### config.mk
export PLATFORM = sky130hd
export DESIGN_NAME = cache_plru_ctrl
export DESIGN_NICKNAME = d
export VERILOG_FILES = /design/src/rtl/cache_plru_ctrl.sv
export SDC_FILE = /design/constraint.sdc
export NUM_CORES = 1
export LEC_CHECK = 0
export CORE_UTILIZATION = 45
export DETAILED_ROUTE_END_ITERATION = 7
export GPL_TIMING_DRIVEN = 0
export PLACE_DENSITY_LB_ADDON = 0.3
export SETUP_SLACK_MARGIN = 0.4
export SLEW_MARGIN = 0
export SYNTH_ARGS = -nofsm -noshare
export SYNTH_HDL_FRONTEND = slang
export SYNTH_SLANG_ARGS = --single-unit
### constraint.sdc
create_clock -name clk -period 2.95 [get_ports clk]
set_input_delay 0.59 -clock clk [delete_from_list [all_inputs] [get_ports clk]]
set_output_delay 0.59 -clock clk [all_outputs]
set_load 0.03 [all_outputs]
### src/rtl/cache_plru_ctrl.sv
// ---------------------------------------------------------------------------
// cache_plru_ctrl
//
// Tree pseudo-LRU replacement controller for a set-associative cache. One
// tree of NUM_WAYS-1 bits per set is kept in a small array. Node 1 is the
// root, the children of node n are 2n and 2n+1, and bit n is stored at array
// bit n-1. A node value of 0 means the LRU side is the left subtree.
//
// After reset, or on a flush pulse, a sweep writes zero to every set, one set
// per cycle. No request is accepted until the sweep has finished.
//
// Fills choose a victim. The choice order is: the lowest invalid way, then
// the tree-walk way if it is unlocked, then the lowest unlocked way. The
// chosen way is promoted to MRU. Hits coming from stage 1 (update_en) promote
// update_way.
//
// Ports:
//   clk, reset        clock; asynchronous active-high reset
//   flush_en          pulse: restart the clear sweep (drops stage-1 work)
//   ready             high once the sweep is done; requests accepted
//   fill_en/fill_set  victim request for a set
//   fill_valid        per-way valid bits, sampled with fill_en
//   fill_lock         per-way lock bits, sampled with fill_en
//   fill_way          victim way, registered, one cycle after fill_en
//   fill_way_valid    one-cycle strobe qualifying fill_way
//   access_en/_set    stage-0 lookup of a set (a fill in the same cycle wins)
//   update_en/_way    stage-1 hit: promote update_way of the looked-up set
// ---------------------------------------------------------------------------
module cache_plru_ctrl #(
  parameter int NUM_SETS = 64,
  parameter int NUM_WAYS = 4,
  localparam int SET_W = (NUM_SETS > 1) ? $clog2(NUM_SETS) : 1,
  localparam int WAY_W = (NUM_WAYS > 1) ? $clog2(NUM_WAYS) : 1
) (
  input  logic                clk,
  input  logic                reset,
  input  logic                flush_en,
  output logic                ready,
  input  logic                fill_en,
  input  logic [SET_W-1:0]    fill_set,
  input  logic [NUM_WAYS-1:0] fill_valid,
  input  logic [NUM_WAYS-1:0] fill_lock,
  output logic [WAY_W-1:0]    fill_way,
  output logic                fill_way_valid,
  input  logic                access_en,
  input  logic [SET_W-1:0]    access_set,
  input  logic                update_en,
  input  logic [WAY_W-1:0]    update_way
);

  localparam int LVL = $clog2(NUM_WAYS);
  // A single-way cache has no tree bits. One dummy bit keeps the array legal.
  localparam int TW  = (NUM_WAYS > 1) ? NUM_WAYS - 1 : 1;

  typedef enum logic {INIT, RUN} state_e;

  // Follow the LRU pointers from the root down to a leaf.
  function automatic logic [WAY_W-1:0] plru_walk(input logic [TW-1:0] t);
    int n;
    n = 1;
    for (int l = 0; l < LVL; l++) n = 2 * n + int'(t[n-1]);
    return WAY_W'(n - NUM_WAYS);
  endfunction

  // Point every node on the path to way w away from w.
  function automatic logic [TW-1:0] plru_promote(input logic [TW-1:0] t,
                                                 input logic [WAY_W-1:0] w);
    logic [TW-1:0] r;
    logic          b;
    int            n;
    r = t;
    n = 1;
    for (int l = 0; l < LVL; l++) begin
      b        = w[LVL-1-l];
      r[n-1]   = ~b;
      n        = 2 * n + int'(b);
    end
    return r;
  endfunction

  state_e             state_q;
  logic [SET_W-1:0]   cnt_q;
  logic               ready_q;
  logic               s1_fill_q;     // stage 1 holds a fill with a victim
  logic               s1_acc_q;      // stage 1 holds an access (may get a hit)
  logic [SET_W-1:0]   s1_set_q;
  logic [TW-1:0]      s1_flags_q;
  logic [WAY_W-1:0]   s1_way_q;
  logic [WAY_W-1:0]   fill_way_q;
  logic               fill_way_valid_q;
  logic               acc_prev_q;

  logic [TW-1:0]      mem_q [NUM_SETS];

  logic [SET_W-1:0]   sel_set;
  logic               cnt_last;
  logic               wr_en;
  logic [WAY_W-1:0]   wr_way;
  logic [TW-1:0]      wr_flags_d;
  logic [TW-1:0]      rd_flags_d;
  logic [WAY_W-1:0]   tree_way;
  logic               tree_ok;
  logic [WAY_W-1:0]   inv_way;
  logic               inv_any;
  logic [WAY_W-1:0]   unl_way;
  logic               unl_any;
  logic [WAY_W-1:0]   vic_way_d;
  logic               vic_found;

  assign sel_set  = fill_en ? fill_set : access_set;
  assign cnt_last = (cnt_q == SET_W'(NUM_SETS - 1));

  // Stage-1 write. A flush in the same cycle kills it.
  always_comb begin
    wr_way     = s1_fill_q ? s1_way_q : update_way;
    wr_flags_d = plru_promote(s1_flags_q, wr_way);
    wr_en      = (state_q == RUN) && !flush_en &&
                 (s1_fill_q || (s1_acc_q && update_en));
    // Bypass: a read of the set being written this cycle sees the new tree,
    // so back-to-back operations on one set never use stale state.
    rd_flags_d = (wr_en && (s1_set_q == sel_set)) ? wr_flags_d : mem_q[sel_set];
  end

  // Victim selection. It is resolved before the request is registered, so
  // fill_way comes straight from a flop one cycle after fill_en.
  always_comb begin
    tree_way = plru_walk(rd_flags_d);
    tree_ok  = 1'b0;
    inv_way  = '0;
    inv_any  = 1'b0;
    unl_way  = '0;
    unl_any  = 1'b0;
    for (int i = 0; i < NUM_WAYS; i++) begin
      if ((WAY_W'(i) == tree_way) && !fill_lock[i]) tree_ok = 1'b1;
    end
    // Scanning downward leaves the lowest matching index as the result.
    for (int i = NUM_WAYS - 1; i >= 0; i--) begin
      if (!fill_valid[i]) begin
        inv_way = WAY_W'(i);
        inv_any = 1'b1;
      end
      if (!fill_lock[i]) begin
        unl_way = WAY_W'(i);
        unl_any = 1'b1;
      end
    end
    vic_found = 1'b1;
    vic_way_d = '0;
    if (inv_any)       vic_way_d = inv_way;
    else if (tree_ok)  vic_way_d = tree_way;
    else if (unl_any)  vic_way_d = unl_way;
    else               vic_found = 1'b0;
  end

  // Sweep FSM, pipeline registers and registered outputs.
  always_ff @(posedge clk or posedge reset) begin
    if (reset) begin
      state_q          <= INIT;
      cnt_q            <= '0;
      ready_q          <= 1'b0;
      s1_fill_q        <= 1'b0;
      s1_acc_q         <= 1'b0;
      s1_set_q         <= '0;
      s1_flags_q       <= '0;
      s1_way_q         <= '0;
      fill_way_q       <= '0;
      fill_way_valid_q <= 1'b0;
      acc_prev_q       <= 1'b0;
    end else begin
      acc_prev_q       <= access_en;
      fill_way_valid_q <= 1'b0;
      s1_fill_q        <= 1'b0;
      s1_acc_q         <= 1'b0;
      case (state_q)
        INIT: begin
          if (flush_en) begin
            cnt_q <= '0;
          end else if (cnt_last) begin
            state_q <= RUN;
            ready_q <= 1'b1;
            cnt_q   <= '0;
          end else begin
            cnt_q <= cnt_q + SET_W'(1);
          end
        end
        RUN: begin
          if (flush_en) begin
            state_q <= INIT;
            cnt_q   <= '0;
            ready_q <= 1'b0;
          end else begin
            s1_fill_q  <= fill_en & vic_found;
            s1_acc_q   <= ~fill_en & access_en;
            s1_set_q   <= sel_set;
            s1_flags_q <= rd_flags_d;
            s1_way_q   <= vic_way_d;
            if (fill_en) begin
              fill_way_q       <= vic_found ? vic_way_d : '0;
              fill_way_valid_q <= vic_found;
            end
          end
        end
        default: state_q <= INIT;
      endcase
    end
  end

  // Tree storage. The sweep owns the write port while it runs.
  always_ff @(posedge clk) begin
    if (state_q == INIT) mem_q[cnt_q] <= '0;
    else if (wr_en)      mem_q[s1_set_q] <= wr_flags_d;
  end

  assign ready          = ready_q;
  assign fill_way       = fill_way_q;
  assign fill_way_valid = fill_way_valid_q;

  // A hit update must follow an access lookup from the previous cycle.
  assert property (@(posedge clk) disable iff (reset)
                   ((state_q == RUN) && update_en) |-> acc_prev_q);

endmodule

==> results.toml, run 1 <==
[layout]
num-fill-cells = 1658
area_growth_pct = 29.57
drive_gt1_frac = 0.3232
utilization = 0.5969
multi_input_area_um2 = 4369
seq_area_um2 = 6316
fin_nets = 965

[power_and_ir_drop]
irDropWorstVdd_v = 0.0003236
finalPower_mw = 7.356
power_leakage_nw = 4.196
power_density_nw_per_um2 = 562.9

[floorplan]
initial_utilization = 0.4607
rows = 54
io_pins = 32
coreArea_um2 = 21890
die_y_um = 151.7
fp.dieW_um = 151.7
die-area_um2 = 23010

[drt]
viasPerCell = 6.308
firstDrtPassIters = 5
drt-initial-drc-count = 980
routed_wl_mm = 31.52
drc_errors = 0
via_count = 7784
ant_nets = 0
routedWlPerCell_um = 25.54

[place]
gp_congestion = 0.9533
io_buffers = 28
dp_hpwl_mm = 19.77

[sta]
fmax_ghz = 0.3630
slew_headroom = 0.4303
period_needed_ps = 2754
finalHoldViolCount = 0
setup_viol = 0
tightest_slew_ps = 853.6
fin_crit_sh = 0.9337
slew_violations = 0
skew_ps = 18.61
rsz0062_at_grt = "yes"

[yosys]
yosys.area_share.xor_xnor = 0.007816
syn_area_per_cell_um2 = 12.11
synth_top_family_by_area = "simple AND/OR/NAND/NOR gates"
synth_cell_types = 62
synth_adder_area_share = 0.001241
synth-seq-cells = 214
yosys-top-cells-count = "192 x edfxtp_1, 105 x nand2_1, 101 x nor2_1"
yosys.area.top_type_share = 0.5717
synth_edf_count = 192
synth_nets = 862
synthMuxAreaShare = 0.06203
ys.flop_type = "edfxtp_1"
yosys_warnings = 0
synth.area.top_cells = "edfxtp_1 57%, dfrtp_1 5.5%, nand2b_1 4.4%"
yosysSeqAreaShare = 0.6263
synth_top_area_cell = "edfxtp_1"
synth_compound_area_frac = 0.1105
synthSimpleGateAreaFrac = 0.1651
syn_area_um2 = 10080
synthCells = 833
ys_async_sr_fraction = 0.1028
yosysMostFrequentCell = "edfxtp_1"

[clock_tree]
clk_pin_slew_ps = 60
clk_latency_ps = 530
cts_buffers = 23
cts_sinks = 214
clock_path_buffers = 3
cts-htree-levels = 1
cts_tree = "built"
cts_root_buffer = "clkbuf_16"

[global_route]
overflow = 0
grt_pass1_vias = 7497
grt_max_degree = 65
track_usage = 0.2737
grt_pass1_wl_mm = 45.35
antenna_found_initial = 1

[worst_setup_path]
required_ps = 3350
end_kind = "flip-flop"
worstPathMaxFanout = 10
crit_arrival_ps = 3150
start_kind = "primary input"
path_class = "primary input to flip-flop"

[worst_hold_path]
hold_class = "flip-flop to flip-flop"

[status]
status = "finished, final reports clean"

[job]
cap_violations = 0
-- report_power, final --
| part | switching (mW) | internal [mW] |
|---|---|---|
| logic | 0.552 | 0.403 |
| registers | 0.0325 | 3.29 |
| clock network | 1.20 | 1.87 |
| total | 1.79 | 5.57 |
-- worst max-delay path, cell delays in order --
cell and delay, ps:
buf_8 100, buf_12 140, and2_4 140, buf_8 140, buf_12 150, a22oi_2 240
o22ai_2 160, nor3_4 290, nor4_2 100, nor3_2 230, o31ai_2 100, buf_4 170
mux2i_4 190, a211oi_4 280, o31ai_2 110
-- cells in the final DEF, fill, tap and decap left out, types with 6 or more instances in the layout --
cell,Yosys,final
clkbuf_1,21,7
clkdlybuf4s50_1,0,19
clkbuf_16,0,23
a22oi_1,32,15
a21oi_1,28,17
nand2_1,105,88
inv_1,11,11
o21ai_2,0,6
nand3_1,24,23
mux2i_1,19,14
buf_4,5,46
nor3_2,0,9
mux2i_4,1,6
edfxtp_1,192,192
nand2_2,0,10
nor2_1,101,55
a21oi_2,1,10
buf_6,7,6
o211ai_1,6,6
nand2_4,0,7
nor2_4,0,6
o21ai_0,30,23
a22oi_2,0,17
buf_8,0,6
buf_12,0,17
clkbuf_2,0,10
o22ai_1,20,15
dfrtp_1,22,22
nand2b_1,71,71
nor2_2,0,40
mux4_2,15,15
-- repair_timing --
item	CTS	global route
setup buffers	29	19
resized for setup	202	86
pin swaps	18	40
hold buffers	0	0
setup endpoints to repair	262	139
-- final cells by class --
cell class                 instances  area share
sequential                       214      0.4834
multi-input combinational        568      0.3344
timing repair buffer              78     0.05564
clock buffer                      28     0.04548
buffer                            40     0.03600
tap                              280     0.02681
clock inverter                    14     0.01494
inverter                          11    0.003160
antenna                            1   0.0001915
-- stage by stage --
step / cells / instance area (µm²) / TNS (ps) / setup WS (ps) / hold WS (ps)
after floorplan: 833 / 10200 / -23940 / -187.3 / 449.6
after global placement: 1141 / 10830 / -553700 / -2829 / 461.0
after detailed placement: 1143 / 10880 / -204130 / -1383 / 473.9
after CTS: 1214 / 12590 / 0 / 290.5 / 487.5
after global routing: 1233 / 13060 / 0 / 118.3 / 506.1
final: 1234 / 13070 / 0 / 195.5 / 497.5
-- state kept, by name, summed over array words and instances, names as in the netlist --
signal,flops
cnt_q,6
fill_way,2
fill_way_valid,1
mem_q,192
ready,1
s1_acc_q,1
s1_flags_q,2
s1_set_q,6
s1_way_q,2
state_q,1
-- final timing paths --
kind	start	end	slack, ps	depth (start not counted)
min	fill_way[1]$_DFFE_PP0P_	fill_way[1]$_DFFE_PP0P_	500	2
max	fill_en	s1_way_q[0]$_DFFE_PP0N_	200	15
min reg2reg	fill_way[1]$_DFFE_PP0P_	fill_way[1]$_DFFE_PP0P_	500	2
max reg2reg	mem_q[54][1]$_DFFE_PP_	s1_way_q[0]$_DFFE_PP0N_	310	11
max in group asynchronous	reset	s1_flags_q[2]$_DFFE_PP0N_	1870	2
min in group asynchronous	reset	fill_way_valid$_DFF_PP0_	550	2
-- cells by family after synthesis --
kind of cell    after synthesis
simple gates                352
flops                       214
compound gates              165
buf+inv                      51
mux                          41
xor+xnor                      9
fa+ha+maj                     1
-- layer usage --
metal / share of wire / track usage / up-vias
li1: - / - / 3329
met1: 0.38 / 0.3635 / 3831
met2: 0.45 / 0.4234 / 500
met3: 0.11 / 0.05778 / 124
met4: 0.061 / 0.1411 / 0
met5: 0 / 0 / -
No activity file was read; power rests on OpenSTA's default activity.
==> run 2: changes to the inputs <==
--- a/config.mk
+++ b/config.mk
@@ -7,6 +7,7 @@
 export LEC_CHECK = 0
 export CORE_UTILIZATION = 45
 export DETAILED_ROUTE_END_ITERATION = 7
+export DONT_BUFFER_PORTS = 1
 export GPL_TIMING_DRIVEN = 0
 export PLACE_DENSITY_LB_ADDON = 0.3
 export SETUP_SLACK_MARGIN = 0.4
==> results.toml, run 2 (synthesis gave the netlist of run 1 again) <==
[place]
dp_hpwl_mm = 19.73
gp_congestion = 0.9607
dp_slack_ps = -913.6
place_inst = 1115
io_buffers = 0
placed_area_um2 = 10600

[layout]
antenna_cells = 0
top_regs = "mem_q: 192 flops, cnt_q: 6 flops, s1_set_q: 6 flops"
fin_area_um2 = 12050
area_growth_pct = 19.49
num-fill-cells = 1785
regMostFlops = "mem_q"
largest_reg_flops = 192
layout_common_cells = "192 x edfxtp_1, 93 x nand2_1, 78 x nor2_1"
fin_nets = 911
drive_gt1_frac = 0.2272
fin_cells = 1178
mostFrequentLayoutCell = "edfxtp_1"
utilization = 0.5505

[worst_setup_path]
path_class = "primary input to flip-flop"
start_kind = "primary input"
crit_arrival_ps = 3110
worstPathMaxFanout = 9
required_ps = 3350
end_kind = "flip-flop"

[sta]
fin_crit_sh = 0.9184
fmax_ghz = 0.3691
rsz0062_at_grt = "yes"
skew_ps = 22.87
period_needed_ps = 2709
slew_headroom = 0.4408
hold_slack_ps = 127.5
setup_ws_ps = 240.8
finalHoldViolCount = 0
tightest_slew_ps = 837.9
setup_viol = 0
slew_violations = 0

[clock_tree]
clock_path_buffers = 3
cts_buffers = 23
cts_tree = "built"
cts_sinks = 214
clk_pin_slew_ps = 60
cts_root_buffer = "clkbuf_16"
cts-htree-levels = 1
clk_latency_ps = 520

[power_and_ir_drop]
irDropWorstVdd_v = 0.0003488
power_density_nw_per_um2 = 560.3
power_leakage_nw = 3.769

[drt]
routedWlPerCell_um = 26.01
routed_wl_mm = 30.64
firstDrtPassIters = 7
via_count = 7504
drt-initial-drc-count = 871
drc_errors = 0
ant_nets = 0
viasPerCell = 6.370

[global_route]
grt_pass1_wl_mm = 44.71
grt_max_degree = 65
track_usage = 0.2712
antenna_found_initial = 0
grt_pass1_vias = 7278
overflow = 0

[floorplan]
die_y_um = 151.7
rows = 54
die-area_um2 = 23010
io_pins = 32
initial_utilization = 0.4607
coreArea_um2 = 21890
fp.dieW_um = 151.7

[job]
cap_violations = 0

[worst_hold_path]
hold_class = "primary input to asynchronous set/reset pin"

[status]
status = "finished, final reports clean"
==> run 2: changes by cell type in the layout (fill, tap and decap cells not counted), moves of 7 or more <==
| cell | delta |
|---|---|
| buf_4 | -25 |
| nor2_1 | +23 |
| nor2_2 | -20 |
| clkdlybuf4s50_1 | -19 |
| a22oi_1 | +14 |
| a22oi_2 | -14 |
| buf_12 | -7 |
| nand2_4 | -7 |
==> run 2: path summary, 6_finish.rpt <==
path	from	endpoint	slack (ps)	cells after the start
max in group asynchronous	reset	fill_way_valid$_DFF_PP0_	2240	1
worst min-delay path	reset	fill_way[1]$_DFFE_PP0P_	130	1
worst max-delay path	access_set[0]	fill_way[1]$_DFFE_PP0P_	240	13
worst max register to register	fill_way_valid$_DFF_PP0_	fill_way[1]$_DFFE_PP0P_	360	11
min in group clk	access_en	s1_acc_q$_DFF_PP0_	230	1
worst min register to register	s1_flags_q[2]$_DFFE_PP0N_	s1_flags_q[2]$_DFFE_PP0N_	510	2
==> run 2: layout make-up <==
class,count,area [µm²],share of cell area
buffer,40,410.4,0.03406
timing repair buffer,24,259.0,0.02149
sequential,214,6317,0.5242
clock inverter,15,80.08,0.006645
inverter,11,41.29,0.003426
multi-input combinational,568,4005,0.3324
clock buffer,26,586.8,0.04870
tap,280,350.3,0.02907
==> run 2: worst max-delay path: stages <==
cell and delay [ps]:
buf_8 120, mux2_4 280, buf_12 160, buf_4 140, mux4_2 450, nand2_1 90
nand4_1 140, and4_1 260, a21oi_2 190, nand4_1 140, o211a_4 180, a311oi_4 260
o31ai_2 110
==> run 2: per-stage QoR <==
stage          TNS, ps  power, mW
3_5_place_dp    -68610      4.009
5_1_grt              0      6.911
6_report             0      6.751
3_3_place_gp   -362980      3.999
4_1_cts              0      6.699
2_1_floorplan   -23940      3.802
==> run 2: metal layers <==
layer | global-route usage | up-vias | share of wire
met5 | 0 | - | 0
met3 | 0.05629 | 96 | 0.11
li1 | - | 3213 | -
met2 | 0.4261 | 454 | 0.46
met1 | 0.3593 | 3741 | 0.39
met4 | 0.1287 | 0 | 0.047
==> run 2: what timing repair did <==
item | CTS | global route
cloned | 1 | 0
endpoints found under the hold margin | 0 | 0
hold buffers | 0 | 0
endpoints found under the setup margin | 262 | 160
gates resized for setup | 97 | 54
pin swaps | 13 | 13
setup buffers | 16 | 5
==> run 2: power breakdown <==
| part | total (mW) | internal (mW) | switching [mW] |
|---|---|---|---|
| Combinational | 0.793 | 0.315 | 0.478 |
| Clock | 2.63 | 1.43 | 1.20 |
| Sequential | 3.33 | 3.29 | 0.0353 |
==> run 3: changes to the inputs <==
--- a/config.mk
+++ b/config.mk
@@ -8,6 +8,7 @@
 export CORE_UTILIZATION = 45
 export DETAILED_ROUTE_END_ITERATION = 7
 export DONT_BUFFER_PORTS = 1
+export GPL_ROUTABILITY_DRIVEN = 0
 export GPL_TIMING_DRIVEN = 0
 export PLACE_DENSITY_LB_ADDON = 0.3
 export SETUP_SLACK_MARGIN = 0.4
==> results.toml, run 3 (synthesis gave the netlist of run 1 again) <==
[sta]
fin_crit_sh = 0.9116
slew_violations = 0
rsz0062_at_grt = "yes"
finalHoldViolCount = 0
period_needed_ps = 2689
tightest_slew_ps = 899.4
skew_ps = 25.33
setup_viol = 0
slew_headroom = 0.3990
fmax_ghz = 0.3719

[power_and_ir_drop]
irDropWorstVdd_v = 0.0002753
sw_frac_of_total = 0.2386
power.switching_mw = 1.684
combPwrFrac = 0.115
seqPwrFrac = 0.471
intPower_mw = 5.375
clkPwrFrac = 0.414
power_density_nw_per_um2 = 574.2
power_leakage_nw = 3.919

[floorplan]
io_pins = 32
initial_utilization = 0.4607
coreArea_um2 = 21890
die_y_um = 151.7
fp.dieW_um = 151.7
rows = 54
die-area_um2 = 23010

[layout]
mostFrequentLayoutCell = "edfxtp_1"
fin_nets = 928
num-fill-cells = 1789
layout_common_cells = "192 x edfxtp_1, 92 x nand2_1, 78 x nor2_1"
antenna_cells = 0
fin_cells = 1195
area_growth_pct = 21.91
drive_gt1_frac = 0.2448
regMostFlops = "mem_q"
largest_reg_flops = 192
top_regs = "mem_q: 192 flops, cnt_q: 6 flops, s1_set_q: 6 flops"
utilization = 0.5616

[drt]
drt-initial-drc-count = 827
via_count = 7496
routed_wl_mm = 30.13
routedWlPerCell_um = 25.21
drc_errors = 0
firstDrtPassIters = 5
ant_nets = 0
viasPerCell = 6.273

[global_route]
antenna_found_initial = 0
grt_max_degree = 65
track_usage = 0.2663
grt_pass1_vias = 7254
overflow = 0
grt_pass1_wl_mm = 43.75

[place]
io_buffers = 0
place_inst = 1115
dp_hpwl_mm = 19.29

[worst_setup_path]
path_class = "primary input to flip-flop"
cpMostUsedCell = "buf_4"
crit_slowest_cell = "a2111oi_2"
end_kind = "flip-flop"
max_stage_delay_ps = 430
critPathTopFamily = "compound AO/OA/AOI/OAI gates"
crit_arrival_ps = 3070
start_kind = "primary input"
crit_chain = "buf_8 -> nor2b_1 -> buf_4 -> buf_4 -> a22oi_1 -> o21ai_0 -> a2111oi_2 -> nor3_1 -> nor3_2 -> o31ai_2 -> buf_4 -> mux2i_2 -> a211oi_2 -> o31ai_1"
required_ps = 3340
path_buf_inv = 4
worstPathMaxFanout = 10

[clock_tree]
cts_sinks = 214
cts_tree = "built"
cts_buffers = 23
cts_root_buffer = "clkbuf_16"
cts-htree-levels = 1
clock_path_buffers = 3
clk_pin_slew_ps = 70
clk_latency_ps = 530
cts_hold_buffers = 0

[job]
cap_violations = 0

[status]
status = "finished, final reports clean"

[worst_hold_path]
hold_class = "primary input to asynchronous set/reset pin"
## run 3: worst reg2reg max path: cells and delay by family (launching register included)
kind                   cells  cell delay [ps]
AND/OR/NAND/NOR            5              930
flip-flops                 1              500
AO/OA/AOI/OAI              5              890
buffers and inverters      1              180
## run 3: repair_timing
action / in CTS / in global routing
gates resized for setup: 95 / 57
endpoints found under the setup margin: 262 / 157
hold endpoints to repair: 0 / 0
setup buffers: 24 / 14
gates cloned: 1 / 0
pin swaps: 11 / 13
## run 3: path summary, 6_finish.rpt
check	start	end	slack [ps]	cells after the start
min in group clk	access_en	s1_acc_q$_DFF_PP0_	240	1
worst max-delay path	fill_en	s1_way_q[0]$_DFFE_PP0N_	260	14
max in group asynchronous	reset	fill_way_valid$_DFF_PP0_	2220	1
worst min-delay path	reset	fill_way[0]$_DFFE_PP0P_	130	1
worst max register to register	fill_way_valid$_DFF_PP0_	s1_way_q[1]$_DFFE_PP0N_	340	11
worst min register to register	s1_way_q[0]$_DFFE_PP0N_	s1_way_q[0]$_DFFE_PP0N_	520	2
## run 3: layout make-up
| cell class | instances | area (µm²) | share of cell area |
|---|---|---|---|
| timing repair buffer | 41 | 406.6 | 0.03308 |
| multi-input combinational | 568 | 4008 | 0.3260 |
| clock inverter | 13 | 146.4 | 0.01191 |
| sequential | 214 | 6317 | 0.5138 |
| clock buffer | 28 | 614.3 | 0.04997 |
| inverter | 11 | 41.29 | 0.003358 |
| tap | 280 | 350.3 | 0.02850 |
| buffer | 40 | 410.4 | 0.03338 |
## run 3: power by group through the flow
stage,logic [mW],clock network (mW),registers (mW)
after floorplan,0.423,0,3.38
after global placement,0.604,0,3.39
after detailed placement,0.609,0,3.39
after CTS,0.732,2.93,3.33
after global routing,0.847,3.04,3.33
final,0.812,2.92,3.33
## run 3: per-layer routing
| layer | GRT usage | vias up | share of wire |
|---|---|---|---|
| met5 | 0 | - | 0 |
| met4 | 0.1460 | 0 | 0.057 |
| met3 | 0.06198 | 114 | 0.11 |
| met2 | 0.4095 | 461 | 0.45 |
| met1 | 0.3479 | 3661 | 0.38 |
| li1 | - | 3260 | - |
## run 3: per-stage QoR
step	setup slack, ps	TNS [ps]	instance area, µm²	hold slack, ps	power [mW]
finish	260.9	0	12290	127.3	7.060
global route	187.3	0	12290	197.2	7.222
CTS	285.8	0	12000	153.4	6.989
detailed placement	-749.9	-72480	10610	507.4	3.999
global placement	-2163	-343020	10550	476.4	3.993
floorplan	-187.3	-23940	10200	449.6	3.802
